$ cat src/rtl/floor_tracker.sv
// Elevator floor tracker: debounced shaft sensors drive a saturating floor count,
// with an optional target floor, a direction request and arrival/fault pulses.
module floor_tracker #(
    parameter int unsigned DATA_WIDTH = 4,
    parameter int unsigned MIN_FLOOR  = 1,
    parameter int unsigned MAX_FLOOR  = 9,
    parameter int unsigned DEBOUNCE   = 4
) (
    input  logic                  clk,
    input  logic                  rst,
    input  logic [1:0]            signal,
    input  logic                  load,
    input  logic [DATA_WIDTH-1:0] load_floor,
    input  logic                  target_valid,
    input  logic [DATA_WIDTH-1:0] target,
    output logic [DATA_WIDTH-1:0] floor,
    output logic [1:0]            dir,
    output logic                  arrive,
    output logic                  fault
);

    localparam int unsigned CW = $clog2(DEBOUNCE + 1);

    localparam logic [DATA_WIDTH-1:0] MIN_F    = DATA_WIDTH'(MIN_FLOOR);
    localparam logic [DATA_WIDTH-1:0] MAX_F    = DATA_WIDTH'(MAX_FLOOR);
    localparam logic [CW-1:0]         CNT_LAST = CW'(DEBOUNCE - 1);

    localparam logic [1:0] ST_IDLE = 2'b00;
    localparam logic [1:0] ST_UP   = 2'b01;
    localparam logic [1:0] ST_DOWN = 2'b10;

    logic [CW-1:0]         cnt_q [2];
    logic [CW-1:0]         cnt_d [2];
    logic [1:0]            filt_q, filt_d;
    logic [1:0]            filt_prev_q;
    logic [DATA_WIDTH-1:0] floor_q, floor_d;
    logic [DATA_WIDTH-1:0] tgt_q, tgt_d;
    logic                  tgt_v_q, tgt_v_d;
    logic [1:0]            dir_q, dir_d;
    logic                  arrive_q, arrive_d;
    logic                  fault_q, fault_d;

    logic up, dn;
    logic load_ok, target_ok;

    // Filtered level follows the raw level only after DEBOUNCE consecutive disagreeing samples.
    always_comb begin
        filt_d = filt_q;
        for (int i = 0; i < 2; i++) begin
            cnt_d[i] = '0;
            if (signal[i] != filt_q[i]) begin
                if (cnt_q[i] == CNT_LAST) begin
                    filt_d[i] = signal[i];
                end else begin
                    cnt_d[i] = cnt_q[i] + CW'(1);
                end
            end
        end
    end

    assign up        = filt_q[1] & ~filt_prev_q[1];
    assign dn        = filt_q[0] & ~filt_prev_q[0];
    assign load_ok   = (load_floor >= MIN_F) && (load_floor <= MAX_F);
    assign target_ok = (target >= MIN_F) && (target <= MAX_F);

    always_comb begin
        floor_d  = floor_q;
        fault_d  = 1'b0;
        tgt_d    = tgt_q;
        tgt_v_d  = tgt_v_q;
        dir_d    = dir_q;
        arrive_d = 1'b0;

        // A load wins outright; sensor edges in the same cycle are dropped silently.
        if (load) begin
            if (load_ok) begin
                floor_d = load_floor;
            end else begin
                fault_d = 1'b1;
            end
        end else if (up && dn) begin
            fault_d = 1'b1;
        end else if (up) begin
            if (floor_q == MAX_F) begin
                fault_d = 1'b1;
            end else begin
                floor_d = floor_q + 1'b1;
            end
        end else if (dn) begin
            if (floor_q == MIN_F) begin
                fault_d = 1'b1;
            end else begin
                floor_d = floor_q - 1'b1;
            end
        end

        case (dir_q)
            ST_IDLE: begin
                if (tgt_v_q) begin
                    if (tgt_q > floor_q) begin
                        dir_d = ST_UP;
                    end else if (tgt_q < floor_q) begin
                        dir_d = ST_DOWN;
                    end else begin
                        arrive_d = 1'b1;
                        tgt_v_d  = 1'b0;
                    end
                end
            end
            ST_UP, ST_DOWN: begin
                if (!tgt_v_q || (tgt_q == floor_q)) begin
                    dir_d    = ST_IDLE;
                    arrive_d = tgt_v_q;
                    tgt_v_d  = 1'b0;
                end else if (tgt_q > floor_q) begin
                    dir_d = ST_UP;
                end else begin
                    dir_d = ST_DOWN;
                end
            end
            default: dir_d = ST_IDLE;
        endcase

        // A fresh target overrides any clear from an arrival in the same cycle.
        if (target_valid) begin
            if (target_ok) begin
                tgt_d   = target;
                tgt_v_d = 1'b1;
            end else begin
                fault_d = 1'b1;
            end
        end
    end

    always_ff @(posedge clk or posedge rst) begin
        if (rst) begin
            cnt_q[0]    <= '0;
            cnt_q[1]    <= '0;
            filt_q      <= 2'b00;
            filt_prev_q <= 2'b00;
            floor_q     <= MIN_F;
            tgt_q       <= MIN_F;
            tgt_v_q     <= 1'b0;
            dir_q       <= ST_IDLE;
            arrive_q    <= 1'b0;
            fault_q     <= 1'b0;
        end else begin
            cnt_q[0]    <= cnt_d[0];
            cnt_q[1]    <= cnt_d[1];
            filt_q      <= filt_d;
            filt_prev_q <= filt_q;
            floor_q     <= floor_d;
            tgt_q       <= tgt_d;
            tgt_v_q     <= tgt_v_d;
            dir_q       <= dir_d;
            arrive_q    <= arrive_d;
            fault_q     <= fault_d;
        end
    end

    assign floor  = floor_q;
    assign dir    = dir_q;
    assign arrive = arrive_q;
    assign fault  = fault_q;

endmodule

$ cat config.mk
export PLATFORM = sky130hd
export DESIGN_NAME = floor_tracker
export DESIGN_NICKNAME = d
export VERILOG_FILES = /design/src/rtl/floor_tracker.sv
export SDC_FILE = /design/constraint.sdc
export NUM_CORES = 1
export LEC_CHECK = 0
export CORE_ASPECT_RATIO = 0.8
export CORE_MARGIN = 1.5
export CORE_UTILIZATION = 52
export CTS_CLUSTER_DIAMETER = 100
export CTS_CLUSTER_SIZE = 30
export DETAILED_ROUTE_END_ITERATION = 10
export GPL_ROUTABILITY_DRIVEN = 0
export MAX_ROUTING_LAYER = met4
export PLACE_DENSITY_LB_ADDON = 0.12
export REMOVE_ABC_BUFFERS = 1
export SYNTH_ARGS = -nofsm -noshare
export SYNTH_HDL_FRONTEND = slang
export SYNTH_SLANG_ARGS = --single-unit
$ cat constraint.sdc
create_clock -name clk -period 2.3 [get_ports clk]
set_clock_uncertainty 0.1 [all_clocks]
set_input_delay 0.69 -clock clk [delete_from_list [all_inputs] [get_ports clk]]
set_output_delay 0.69 -clock clk [all_outputs]
set_load 0.02 [all_outputs]
### Word level (Yosys, flattened, before mapping)

Index checks and enable logic that the tools add are counted.

| word-level totals | value |
|---|---|
| word-level logic and storage cells | 91 |
| input bits | 14 |
| flip-flop bits (word level) | 23 |
| output and inout port bits | 8 |

| cells by class | value |
|---|---|
| multiplexer cells | 38 |
| $add $sub $neg | 4 |
| bitwise logic cells | 4 |
| $lt $le $gt $ge | 6 |
| equality and inequality tests | 15 |
| reductions and logical operators | 13 |

Operator list:

| cell | count |
|---|---|
| $mux 4 | 7 |
| $mux 1 | 19 |
| $mux 3 | 4 |
| $mux 2 | 5 |
| $ne 3x3->1 const B | 3 |
| $ge 4x1->1 const B | 2 |
| $le 4x4->1 const B | 2 |
| $reduce_and 2->1 | 4 |
| $add 3x1->3 const B | 2 |
| $eq 3x2->1 const B | 2 |
| $reduce_and 5->1 | 1 |
| $add 4x1->4 const B | 1 |
| $eq 4x1->1 const B | 1 |
| $eq 4x4->1 | 1 |
| $eq 4x4->1 const B | 1 |
| $gt 4x4->1 | 1 |
| $lt 4x4->1 | 1 |
| $ne 2x2->1 const B | 2 |
| $pmux 1 s2 | 2 |
| $pmux 2 s2 | 1 |
| $sub 4x1->4 const B | 1 |
| $logic_and 1x1->1 | 3 |
| $reduce_bool 3->1 | 1 |
| $and 1x1->1 | 2 |
| 9 further kinds | 11 |

### Logic depth before layout (Yosys ltp)

| depth | value |
|---|---|
| depth after elaboration | 8 |
| mapped depth | 7 |
| depth with buffers taken out | 7 |

### Worst setup path after synthesis

Ideal clock, no wire load.

| timing path | value |
|---|---|
| path kind | register to register |
| start | reg floor_q[1] (netlist: floor[1]) |
| end | reg dir_q[1] (netlist: dir[1]) |
| library setup time | 0.121 ns |
| required time | 2.079 ns |
| stages on the path, launching flop included | 7 |
| arrival | 1.762 ns |
| slack | 0.317 ns |
| clock period less this slack | 1.983 ns |
| path buffers | 0 |
| cell sequence | dfrtp_1 -> inv_1 -> ha_1 -> a2111oi_2 -> o21ai_0 -> and2_1 -> a22o_1 |

| on the way | value |
|---|---|
| cells in the longest elaborated chain, start to end | 4 |
| elaborated cells on any way between the ends | 11 |

RTL lines:

| what | line | RTL |
|---|---|---|
| from (decl) | 36 | `logic [DATA_WIDTH-1:0] floor_q, floor_d;` |
| from (signal assigned) | 152 | `floor_q <= floor_d;` |
| $gt 4x4->1 / $eq 4x4->1 (equally long branches) | 100, 115, 111 |  |
| $mux 2 (tied with other cells) | 115 | `end else if (tgt_q > floor_q) begin` |
| $mux 2 (on tied branches) | 111, 99 |  |
| $pmux 2 s2 | 97 | `case (dir_q)` |
| to (signal assigned) | 155 | `dir_q <= dir_d;` |
| to (decl) | 39 | `logic [1:0] dir_q, dir_d;` |

Parallel ways exist; a longest one is shown, timed or not. The select of a mux whose other input is x is not followed.
A chain may end at the register's enable or synchronous reset.

### Worst setup path in the final report

| timing path | value |
|---|---|
| start | reg floor_q[1] (netlist: floor[1]) |
| end | out floor[1] |

RTL lines:

| what | line | RTL |
|---|---|---|
| to (decl) | 16 | `output logic [DATA_WIDTH-1:0] floor,` |

No word-level cell between the ends.

==> reports/results.txt <==
Root Driver: clkbuf_4
Fmax: 453 MHz
Top Ports: 22
DRT iter0 DRCs: 25
Die height: 48.6 µm
Vias/cell: 5.29
CTS tree: built
Post-Syn Area per Cell: 9.86 µm²
Routed Antenna Nets: 0
Core area: 2460 µm²
Placement Setup Slack: 0.106 ns
Crit path buf inv count: 1
# DRC: 0
Tot GR Track Use: 20.2%
Reg area: 578 µm²
Top_reg_cell synth: dfrtp_1
# clock sinks: 23
Max stage delay on crit path: 0.64 ns
# Max-Cap Violations: 0
Hold Path Cell Cnt: 0
Largest net degree at the start of global routing: 24
Wirelength per Cell: 12.6 µm
Post-synth top area cell: dfrtp_1
Synth-to-layout area growth: 21.5%
Clock power frac: 10.0%
Tmin final: 2.21 ns
Rel. slew slack: 76.0%
Die area: 2920 µm²
Multi-input gate area: 723 µm²
Flop pwr share: 36.7%
WHS Endpoint: filt_prev_q[0]
Port Buf Inserts: 21
Clock transition at the registers of the reported paths: 0.13 ns
Rows: 16
Post-synth top area share: 38.9%
Detailed Place HPWL: 1950 µm
Layout cells sized above 1: 11.7%
Initial antenna violation count: 0
Crit path cell chain: clkdlybuf4s50_1
Levels on crit path: 1
Crit-path max FO: 5
Inserted Diodes: 0
Warnings, synthesis: 0
Power Density: 1140 nW/µm²
Reg-to-reg endpoint: dir[1]
Worst-case reg-to-reg path depth: 6
Pre-Repair DR Iteration Count: 4
Setup Crit Path Kind: register to output pin
Switch Pwr: 0.000760 W
Cell internal pwr: 0.00111 W
CP Launch Type: register
Reg-to-reg slack, setup: 0.24 ns
Initial Utilization: 54.9%
Synth cell count leaders: dfrtp_1 (21), nand2_1 (12), ha_1 (11), inv_1 (11), nor2_1 (11)
CP delay by family, top: buffers and inverters
Fillers: 215
Switch share: 40.7%
Ys async rst share: 100%
Ranking of synthesized cells by area: dfrtp_1 (39%), ha_1 (10%), mux2_2 (5.0%)
Crit. End Element: output pin
Unrepaired setup endpoints after global routing: false
Synthesized cell area: 1350 µm²
Nets: 188
Most common cell in the netlist: dfrtp_1
Sequential-to-total area share from yosys stat: 42.8%
CTS Buffer Depth: 2
Post-synth cell types: 34
Setup TNS Final: 0 ns
Vias: 1048
Seq cells post-synth: 23
Actual slew at the worst max-slew pin: 0.357 ns
Final worst setup slack: 0.0912 ns
Final Max Tran Viols: 0
Final period util: 96.0%
Total Wirelength: 2500 µm
Crit Reg-Reg Startpoint: floor[1]
Logic pwr share: 53.2%
Hold Path Class: register to register
Worst Path Required: 1.51 ns
Critical-path cell with the highest stage delay: clkdlybuf4s50_1
Worst skew pair latency: 0.31 ns
Arrival time at the worst endpoint: 1.42 ns
EDFF count, synth: 0
Level count of the clock H-tree: 1
DIE WIDTH: 60.0 µm
Mapped Cells: 137
Total grt overflow: 0
Peak VDD IR: 0.571 mV
Hold Crit Start: filt_q[0]
Number of buffers created by CTS: 3
LEAKAGE: 0.750 nW
Outcome: finished clean
Vias in the first global route: 1041
Final setup violation count: 0
Hold Fails Final Rpt: 0
First-pass GRT wire length: 4370 µm
-- worst max path at each step --
stage / to / from / slack (ns)
detailed placement: tgt_q[1] / target[2] / 0.11
finish: floor[1] / floor[1] / 0.09
CTS: floor[2] / floor[2] / 0.05
global route: floor[3] / floor[3] / 0.05
global placement: floor[3] / load / 0.16
floorplan: dir[1] / floor[1] / 0.32
-- layer usage --
layer,share of wire (%),global-route usage [%]
met5,0,-
met2,49,30.6
met4,1.6,6.67
met1,45,26.4
met3,4.6,4.81
-- final cells by class --
cell class / instances / share of cell area [%]
Clock inverter: 1 / 0.305
Sequential cell: 23 / 35.2
Inverter: 11 / 2.52
Tap cell: 36 / 2.74
Clock buffer: 3 / 1.37
Timing Repair Buffer: 23 / 13.8
Multi-Input combinational cell: 101 / 44.1
-- power groups by stage --
stage	registers, W	logic [W]	clock network, W
after floorplan	0.000731	0.000674	0
after global placement	0.000691	0.000974	0
after detailed placement	0.000699	0.00100	0
after CTS	0.000689	0.00100	0.000198
after global routing	0.000714	0.00112	0.000208
final	0.000686	0.000993	0.000188
-- through the flow --
stage / utilization, % / instances / power [W] / hold slack [ns] / cell area [µm²]
floorplan: - / 135 / 0.00141 / 0.310 / 1340
global placement: 65.5 / 194 / 0.00166 / 0.328 / 1610
detailed placement: 65.5 / 194 / 0.00170 / 0.334 / 1610
CTS: 66.6 / 198 / 0.00189 / 0.363 / 1640
global route: 66.7 / 198 / 0.00204 / 0.374 / 1640
finish: 66.7 / 198 / 0.00187 / 0.356 / 1640
-- what timing repair did --
item / in CTS / in global routing
pin swaps: 0 / 0
buffers inserted: 0 / 0
hold buffers: 0 / 0
endpoints found under the setup margin: 1 / 1
resized for setup: 1 / 1
-- registers in the layout, summed over array words and instances (netlist names) --
name,flops
fault,1
floor,4
filt_prev_q,2
tgt_q,4
filt_q,2
dir,2
tgt_v_q,1
arrive,1
cnt_q,6
-- kinds of logic after synthesis --
family	Yosys count	share of synthesized area [%]
AOI/OAI and AO/OA	26	13.1
xor gates and xnor gates	4	2.59
adders and majority gates	11	10.2
buffers and inverters	13	3.70
DFF	23	42.8
muxes	10	7.96
and+or+nand+nor	50	19.6
-- placed cells by master, fill, tap and decap left out, types with 3 or more instances in the layout --
cell             count
ha_1                11
nor4_1               4
a21oi_1              6
nor3_1               4
nor2_1              11
nor3b_1              5
mux2i_1              4
nand2b_1             3
clkdlybuf4s50_1     19
o21ai_0              7
clkbuf_4             3
nand2_1             12
dfrtp_1             21
mux2_2               6
xnor2_1              4
inv_1               11
nor2b_1              3
(Power assumes the default switching activity.)
